===== config.mk =====
export PLATFORM = sky130hd
export DESIGN_NAME = reg_lock_tracker
export DESIGN_NICKNAME = d
export VERILOG_FILES = /design/src/rtl/reg_lock_tracker.sv
export SDC_FILE = /design/constraint.sdc
export NUM_CORES = 1
export LEC_CHECK = 0
export ABC_AREA = 1
export CAP_MARGIN = 25
export CORE_AREA = 2 2 145 119
export CTS_BUF_LIST = sky130_fd_sc_hd__clkbuf_4
export CTS_CLUSTER_DIAMETER = 60
export DETAILED_ROUTE_END_ITERATION = 6
export DIE_AREA = 0 0 147 121
export GPL_ROUTABILITY_DRIVEN = 0
export GPL_TIMING_DRIVEN = 0
export HOLD_SLACK_MARGIN = 0.15
export MAX_ROUTING_LAYER = met4
export PLACE_DENSITY = 0.6
export SYNTH_ARGS = -nofsm -noshare
export SYNTH_HDL_FRONTEND = slang
export SYNTH_SLANG_ARGS = --single-unit

===== constraint.sdc =====
create_clock -name clk_i -period 8.7 [get_ports clk_i]
set_clock_uncertainty 0.1 [all_clocks]
set_input_delay 0.87 -clock clk_i [delete_from_list [all_inputs] [get_ports clk_i]]
set_output_delay 0.87 -clock clk_i [all_outputs]
set_load 0.1 [all_outputs]

===== src/rtl/reg_lock_tracker.sv =====
// Destination-register lock scoreboard: counts outstanding writes per register
// and in total, and back-pressures launch when either count is full.
package maverickOne_pkg;
    localparam int NUM_REGS        = 32;
    localparam int NUM_OUTSTANDING = 3;
endpackage

module reg_lock_tracker #(
    parameter int NUM_REGS     = maverickOne_pkg::NUM_REGS,
    parameter int MAX_PENDING  = 3,
    parameter int MAX_INFLIGHT = maverickOne_pkg::NUM_OUTSTANDING + 1,
    parameter int RW           = $clog2(NUM_REGS)
) (
    input  logic                              clk_i,
    input  logic                              rst_i,
    input  logic                              clear_i,
    input  logic                              launch_valid_i,
    output logic                              launch_ready_o,
    input  logic [RW-1:0]                     launch_rd_i,
    input  logic                              launch_wr_en_i,
    input  logic                              wb_valid_i,
    input  logic [RW-1:0]                     wb_rd_i,
    output logic [NUM_REGS-1:0]               locks_o,
    output logic [$clog2(MAX_INFLIGHT+1)-1:0] inflight_o,
    output logic                              error_o
);

    localparam int CW = $clog2(MAX_PENDING + 1);
    localparam int IW = $clog2(MAX_INFLIGHT + 1);
    localparam logic [CW-1:0] PEND_MAX = CW'(MAX_PENDING);
    localparam logic [IW-1:0] FLY_MAX  = IW'(MAX_INFLIGHT);

    // Register 0 has no counter; it can never be locked.
    logic [CW-1:0]          cnt [1:NUM_REGS-1];
    logic [IW-1:0]          inflight;
    logic                   err;

    logic                   l_hit;
    logic                   w_hit;
    logic [CW-1:0]          l_cnt;
    logic [CW-1:0]          w_cnt;
    logic                   wr_launch;
    logic                   wb_ok;
    logic                   wb_bad;
    logic [NUM_REGS-1:1]    inc;
    logic [NUM_REGS-1:1]    dec;

    // Out-of-range indices simply never match, so they behave like register 0.
    always_comb begin
        l_hit = 1'b0;
        w_hit = 1'b0;
        l_cnt = '0;
        w_cnt = '0;
        for (int r = 1; r < NUM_REGS; r++) begin
            if (launch_rd_i == RW'(r)) begin
                l_hit = 1'b1;
                l_cnt = cnt[r];
            end
            if (wb_rd_i == RW'(r)) begin
                w_hit = 1'b1;
                w_cnt = cnt[r];
            end
        end
    end

    always_comb begin
        launch_ready_o = !rst_i && !clear_i &&
                         (!launch_wr_en_i || !l_hit ||
                          (l_cnt < PEND_MAX && inflight < FLY_MAX));
        wr_launch = launch_valid_i && launch_ready_o &&
                    launch_wr_en_i && l_hit;
        wb_ok     = wb_valid_i && w_hit && (w_cnt != '0);
        wb_bad    = wb_valid_i && w_hit && (w_cnt == '0);
    end

    always_comb begin
        inc = '0;
        dec = '0;
        for (int r = 1; r < NUM_REGS; r++) begin
            inc[r] = wr_launch && (launch_rd_i == RW'(r));
            dec[r] = wb_ok && (wb_rd_i == RW'(r));
        end
    end

    always_ff @(posedge clk_i) begin
        if (rst_i || clear_i) begin
            for (int r = 1; r < NUM_REGS; r++) begin
                cnt[r] <= '0;
            end
            inflight <= '0;
        end else begin
            for (int r = 1; r < NUM_REGS; r++) begin
                if (inc[r] && !dec[r]) begin
                    cnt[r] <= cnt[r] + 1'b1;
                end else if (dec[r] && !inc[r]) begin
                    cnt[r] <= cnt[r] - 1'b1;
                end
            end
            if (wr_launch && !wb_ok) begin
                inflight <= inflight + 1'b1;
            end else if (wb_ok && !wr_launch) begin
                inflight <= inflight - 1'b1;
            end
        end
    end

    // A flush drops locks but keeps the error history.
    always_ff @(posedge clk_i) begin
        if (rst_i) begin
            err <= 1'b0;
        end else if (!clear_i && wb_bad) begin
            err <= 1'b1;
        end
    end

    always_comb begin
        locks_o = '0;
        for (int r = 1; r < NUM_REGS; r++) begin
            locks_o[r] = (cnt[r] != '0);
        end
    end

    assign inflight_o = inflight;
    assign error_o    = err;

endmodule


==> run metrics, run 1 <==
prevailing post-synth register cell edfxtp_1; Gate power share a little under a third; design area ~0.0072 sq mm; die width approximately 150 microns; drt pass-1 iters 7; synthesized area per cell between 6 and 7 sq um; total chip power roughly 0.86 mW; Port Buffers 50; Worst Path Required approximately 7.7 ns; fin util between 40% and 50%; Post-synth EDFFs 62; setup TNS 0 ns; DP HPWL between 15000 and 20000 microns; fillers approximately 1800; CTS resizes 0; Non-Filler Instances approximately 1300; hold path depth 2; Rows between 40 and 50; via count approximately 6500; status finished with violations; Synth area leaders edfxtp_1 30%, nand2_1 16%, inv_1 14%; Post-Syn Nets around 1100; Total Routing Usage GR 23.0%; Switch Pwr roughly 0.34 mW; clk slew on worst S/H paths about 0.11 ns; post-synth cell types 29; sequential area share after synthesis a little under a third; Area growth, synth to finish 14.6%; Bufs on Longest Clock Path 2; Initial Utilization between 30% and 40%; Gate Count Post-Synth 1032; CP arrival ~4.9 ns; count leader, synth nand2_1; min cycle time layout between 5 and 6 ns; Layout Nets between 1000 and 1500; Max Cap Violations 0; DR vias/cell 4.92; H-Tree Depth 3; Ys Warns 0; average wire per standard cell ~15 microns; Boundary Pins 53; largest net degree at the start of global routing 12; maximum vdd drop about 0.000058 V; Final period util 67.9%; vias in the first global route 5982; WHS 0.407 ns; power per cell area 120 mW/mm^2; Mapped Area 0.00627 sq mm; die area about 0.018 sq mm; final hold vios 0; Hold Crit Class reg -> reg; clk sink count 66; worst rel slew slack between 30% and 40%; cts hold-fix bufs 0; Yosys top cell area share 29.7%; initial antenna violation count 1; DRC Markers 2; RSZ-0062 raised after global routing no; clock root buffer clkbuf_4; Sw Share 39.6%; initial DRC count 751; Clk Latency, worst-skew pair 0.48 ns; TritonCTS buffer count 9; FF-to-FF End inflight_o[2]; min-delay src inflight_o[1]; cell count after placement 1302; Routed Antenna Nets 0; layout cells sized above 1 3.19%; Async SR Flop Fraction 0%; Pins Over Slew Limit 0; Min-Delay Endpoint inflight_o[1]; Setup WS post-layout between 2 and 3 ns; worst slew pin tran about 0.98 ns; final setup vio count 0; Max Freq about 170 MHz; Int Pwr 0.522 mW; reg2reg start cnt[0][6]; r2r worst-path depth 32; placed cell area roughly 0.0070 sq mm; Lkg Pwr approximately 3.4 nW; Synth top cells by count 268 x nand2_1, 235 x inv_1, 185 x nor2_1; Setup Crit Path Kind in -> out; post-synth top area cell edfxtp_1; total grt overflow 0; first-pass GRT wire length approximately 31000 microns; Worst setup EP type primary output; die span in y 121 microns; failing checks DRC; Startpoint Class primary input; CTS tree yes; reg2reg setup slack 4.52 ns; detailed-route wire length ~19000 microns; Clock power frac about a quarter; worst slack, placed ~2.9 ns; Yosys reg bits between 60 and 70; Flop pwr share a little over two fifths; worst-path fanout max 6; Placeable Area between 0.015 and 0.02 sq mm; post-CTS setup buffers 0
-- how the worst max path moves through the flow --
stage                              start             end  slack, ns  depth (start not counted)
final                     launch_rd_i[0]  launch_ready_o       2.79                         24
after CTS                 launch_rd_i[3]  launch_ready_o       2.82                         22
after global routing      launch_rd_i[0]  launch_ready_o       2.46                         26
after floorplan           launch_rd_i[4]  launch_ready_o       3.83                         24
after global placement    launch_rd_i[1]  launch_ready_o       2.82                         24
after detailed placement  launch_rd_i[3]  launch_ready_o       2.85                         22
-- placed cells by master (no fill, tap or decap), types with 2 or more instances in the layout --
master           instances
nand2_1                268
inv_1                  235
nor2_1                 185
nand3_1                 79
edfxtp_1                62
clkdlybuf4s50_1         50
o21ai_0                 48
nand4_1                 39
ha_1                    32
a21oi_1                 16
nor3_1                  15
clkbuf_4                12
clkbuf_1                10
buf_2                    7
buf_4                    4
nor2_2                   4
dfxtp_1                  4
o22ai_1                  3
clkinv_1                 3
inv_2                    2
buf_6                    2
nand3b_1                 2
o31ai_1                  2
o21bai_1                 2
buf_1                    2
mux2i_1                  2
clkinv_2                 2
-- sequential cells by signal (all words and copies together), names as in the netlist --
signal,flops
cnt,62
inflight_o,3
error_o,1
-- kinds of logic after synthesis --
| kind of cell | after synthesis | share of synthesized area, % |
|---|---|---|
| AOI/OAI and AO/OA | 73 | 6.19 |
| xor gates and xnor gates | 1 | 0.140 |
| adders and majority gates | 33 | 6.71 |
| buffers and inverters | 264 | 16.4 |
| DFF | 66 | 31.0 |
| muxes | 2 | 0.319 |
| other | 1 | 0.0598 |
| and+or+nand+nor | 592 | 39.2 |
-- layer usage --
layer	global-route usage [%]	vias to the layer above	part of all wire (%)	routed length [microns]
met5	-	-	0	0
met1	32.7	2855	47	9060
met4	7.15	0	2.1	411
met3	4.21	36	8.9	1710
li1	-	3331	-	-
met2	33.4	264	42	7960
-- power groups by stage --
| stage | logic [mW] | clock network, mW | registers, mW |
|---|---|---|---|
| after floorplan | 0.184 | 0 | 0.385 |
| after global placement | 0.271 | 0 | 0.378 |
| after detailed placement | 0.272 | 0 | 0.379 |
| after CTS | 0.273 | 0.222 | 0.372 |
| after global routing | 0.296 | 0.230 | 0.374 |
| final | 0.275 | 0.218 | 0.371 |
-- layout make-up --
cell class | instances | area [sq um] | share of cell area (%)
buffer | 25 | 133 | 1.85
clock buffer | 12 | 90.1 | 1.25
timing repair buffer | 50 | 500 | 6.97
multi-input combinational | 702 | 3300 | 45.9
tap | 220 | 275 | 3.83
inverter | 239 | 897 | 12.5
clock inverter | 4 | 43.8 | 0.610
antenna | 1 | 2.50 | 0.0349
sequential | 66 | 1940 | 27.0
-- critical path, stage by stage --
cell and delay (ns):
clkdlybuf4s50_1 0.61, inv_1 0.07, nand2_1 0.19, nor2_1 0.13
nand2_1 0.07, nand2_1 0.05, nor2_1 0.11, nand3_1 0.08
nor2_1 0.10, nand3b_1 0.13, nand2_1 0.09, nand4_1 0.13
nor2_1 0.14, nand4_1 0.10, nand2_1 0.08, nand4_1 0.07
nand2_1 0.08, nand4_1 0.07, nand3_1 0.13, nand3_1 0.09
nor2_1 0.11, nand3_1 0.10, a21oi_1 0.14, clkdlybuf4s50_1 1.17
(Power assumes the default switching activity.)
==> run 2: changes to the inputs <==
- PLACE_DENSITY: 0.6 -> 0.62
- clock period: 8.7 -> 5.35 ns (I/O delays scaled with it)
==> run 2 against run 1 <==
Against the previous run:
- the flow now finishes without violations
- first-iteration DRC count fell by 6.4%
- wire length shrank 0.61%
- die area unchanged
- combinational power rose by 63%
- critical path type unchanged
==> run metrics, run 2 (synthesis gave the netlist of run 1 again) <==
Flop pwr share 44.0% (was 43.0%); CTS tree yes (unchanged); Startpoint Class primary input (unchanged); Placeable Area 0.0163 sq mm (unchanged); drt pass-1 iters 6 (was 7); CP most frequent cell nand2_1 (unchanged); setup TNS 0 ns (unchanged); Clock power frac 23.3% (was 25.2%); Bufs on Longest Clock Path 2 (unchanged); TritonCTS buffer count 9 (unchanged); most frequent cells in the layout 268 x nand2_1, 235 x inv_1, 185 x nor2_1, 79 x nand3_1, 62 x edfxtp_1 (unchanged); DRC Markers 0 (was 2); worst rel slew slack 34.3% (was 34.2%); CP arrival 4.32 ns (was 4.94 ns); H-Tree Depth 3 (unchanged); cell count after placement 1302 (unchanged); Slowest-stage cell, CP dlymetal6s2s_1 (was clkdlybuf4s50_1); Int Pwr 0.814 mW (was 0.522 mW); die width 147 microns (unchanged); Worst Setup SP launch_rd_i[0] (unchanged); Worst setup EP type primary output (unchanged); Sw Share 40.6% (was 39.6%); worst slew pin tran 0.983 ns (was 0.984 ns); average wire per standard cell 14.4 microns (was 14.5 microns); reg2reg start cnt[0][5] (was cnt[0][6]); Setup Crit Path Kind in -> out (unchanged); Max Cap Violations 0 (unchanged); Area growth, synth to finish 14.3% (was 14.6%); power per cell area 191 mW/mm^2 (was 120 mW/mm^2); Gate power share 32.7% (was 31.8%); layout cells sized above 1 3.19% (unchanged); initial antenna violation count 1 (unchanged); Pins Over Slew Limit 0 (unchanged); crit path to launch_ready_o (unchanged); clock root buffer clkbuf_4 (unchanged); maximum vdd drop 0.0000902 V (was 0.0000580 V); WHS 0.403 ns (was 0.407 ns); Clk Latency, worst-skew pair 0.47 ns (was 0.48 ns); crit-path cells clkdlybuf4s50_1, inv_1, nand2_1, nor2_1, nand2_1, nand2_1, nor2_1, nand3_1, nor2_1, nand3b_1, nand2_1, nand4_1, nor2_1, nand4_1, nand2_1, nand4_1, nand2_1, nand4_1, nand3_1, nand3_1, nor2_1, nand3_1, a21oi_1, dlymetal6s2s_1 (was clkdlybuf4s50_1, inv_1, nand2_1, nor2_1, nand2_1, nand2_1, nor2_1, nand3_1, nor2_1, nand3b_1, nand2_1, nand4_1, nor2_1, nand4_1, nand2_1, nand4_1, nand2_1, nand4_1, nand3_1, nand3_1, nor2_1, nand3_1, a21oi_1, clkdlybuf4s50_1); Port Buffers 50 (unchanged); via count 6492 (was 6486); Worst Path Required 4.72 ns (was 7.73 ns); Hold Crit Class reg -> reg (unchanged); detailed-route wire length 19000 microns (was 19100 microns); first-pass GRT wire length 30600 microns (was 30800 microns); total grt overflow 0 (unchanged); DR vias/cell 4.92 (about the same); FF-to-FF End inflight_o[2] (unchanged); max FFs per register 62 (unchanged); r2r worst-path depth 30 (was 32); Initial Utilization 38.5% (unchanged); initial DRC count 703 (was 751); status finished clean (was finished with violations); largest net degree at the start of global routing 11 (was 12); Most flops, register cnt (unchanged); Routed Antenna Nets 0 (unchanged); Layout Nets 1142 (unchanged); worst-path fanout max 6 (unchanged); Total Routing Usage GR 22.9% (was 23.0%); Switch Pwr 0.557 mW (was 0.342 mW); Boundary Pins 53 (unchanged); Lkg Pwr 3.42 nW (was 3.41 nW); die area 0.0178 sq mm (unchanged); die span in y 121 microns (unchanged); RSZ-0062 raised after global routing no (unchanged); reg2reg setup slack 1.18 ns (was 4.52 ns); DP HPWL 15200 microns (was 15400 microns); vias in the first global route 6003 (was 5982); Max Freq just over 200 MHz; Rows 42 (unchanged); final setup vio count 0 (unchanged); clk sink count 66 (unchanged); total chip power 1.37 mW (was 0.864 mW); Final period util between 90% and 100%; clk slew on worst S/H paths 0.11 ns (about the same); min cycle time layout 4.96 ns; Non-Filler Instances 1319 (unchanged); commonest non-fill, non-tap cell in the layout nand2_1 (unchanged); final hold vios 0 (unchanged); Crit path largest cell delay 0.78 ns (was 1.17 ns); hold path depth 1 (was 2)
-- run 2: cell types whose count changed in the layout (fill, tap and decap cells not counted) --
cell	change
clkinv_2	-1
clkbuf_4	+2
clkdlybuf4s50_1	-1
bufinv_16	-1
dlymetal6s2s_1	+1
-- run 2: power groups by stage --
| stage | Clock (mW) | Sequential (mW) | Combinational (mW) |
|---|---|---|---|
| floorplan | 0 | 0.626 | 0.300 |
| global placement | 0 | 0.615 | 0.440 |
| detailed placement | 0 | 0.616 | 0.442 |
| CTS | 0.330 | 0.604 | 0.444 |
| global route | 0.344 | 0.607 | 0.482 |
| finish | 0.319 | 0.603 | 0.448 |
-- run 2: worst max-delay path, delay by kind of cell --
family / cells / cell delay, ns
compound gates: 1 / 0.18
buf+inv: 3 / 1.45
simple gates: 20 / 2.16
-- run 2: worst min path at each step --
stage	endpoint	slack [ns]	start
after floorplan	cnt[0][22]	0.43	cnt[0][22]
after global placement	error_o	0.38	error_o
after detailed placement	error_o	0.37	error_o
after CTS	error_o	0.40	error_o
after global routing	error_o	0.43	error_o
final	error_o	0.40	error_o
-- run 2: metal layers --
metal,share of wire [%],track usage [%]
met5,0,-
met4,1.6,6.01
met3,8.4,3.72
met2,42,34.9
met1,48,31.9
-- run 2: layout make-up --
type	instances	area, sq um
fill	1808	9130
buffer	25	133
timing repair buffer	50	503
clock inverter	2	8.76
multi-input combinational	702	3300
sequential	66	1940
antenna	1	2.50
tap	220	275
inverter	239	897
clock buffer	14	105
-- run 2: per-stage QoR --
stage	utilization, %	setup slack, ns	instance area, sq um
floorplan	-	1.15	6270
global placement	43.2	0.108	7040
detailed placement	43.2	0.110	7040
CTS	43.9	0.0867	7160
global route	44.0	0.119	7160
finish	44.0	0.390	7160
-- run 2: what timing repair did --
item | 4_1_cts | 5_1_grt
setup endpoints to repair | 0 | 1
buffers inserted | 0 | 0
gates resized for setup | 0 | 1
hold buffers | 0 | 0
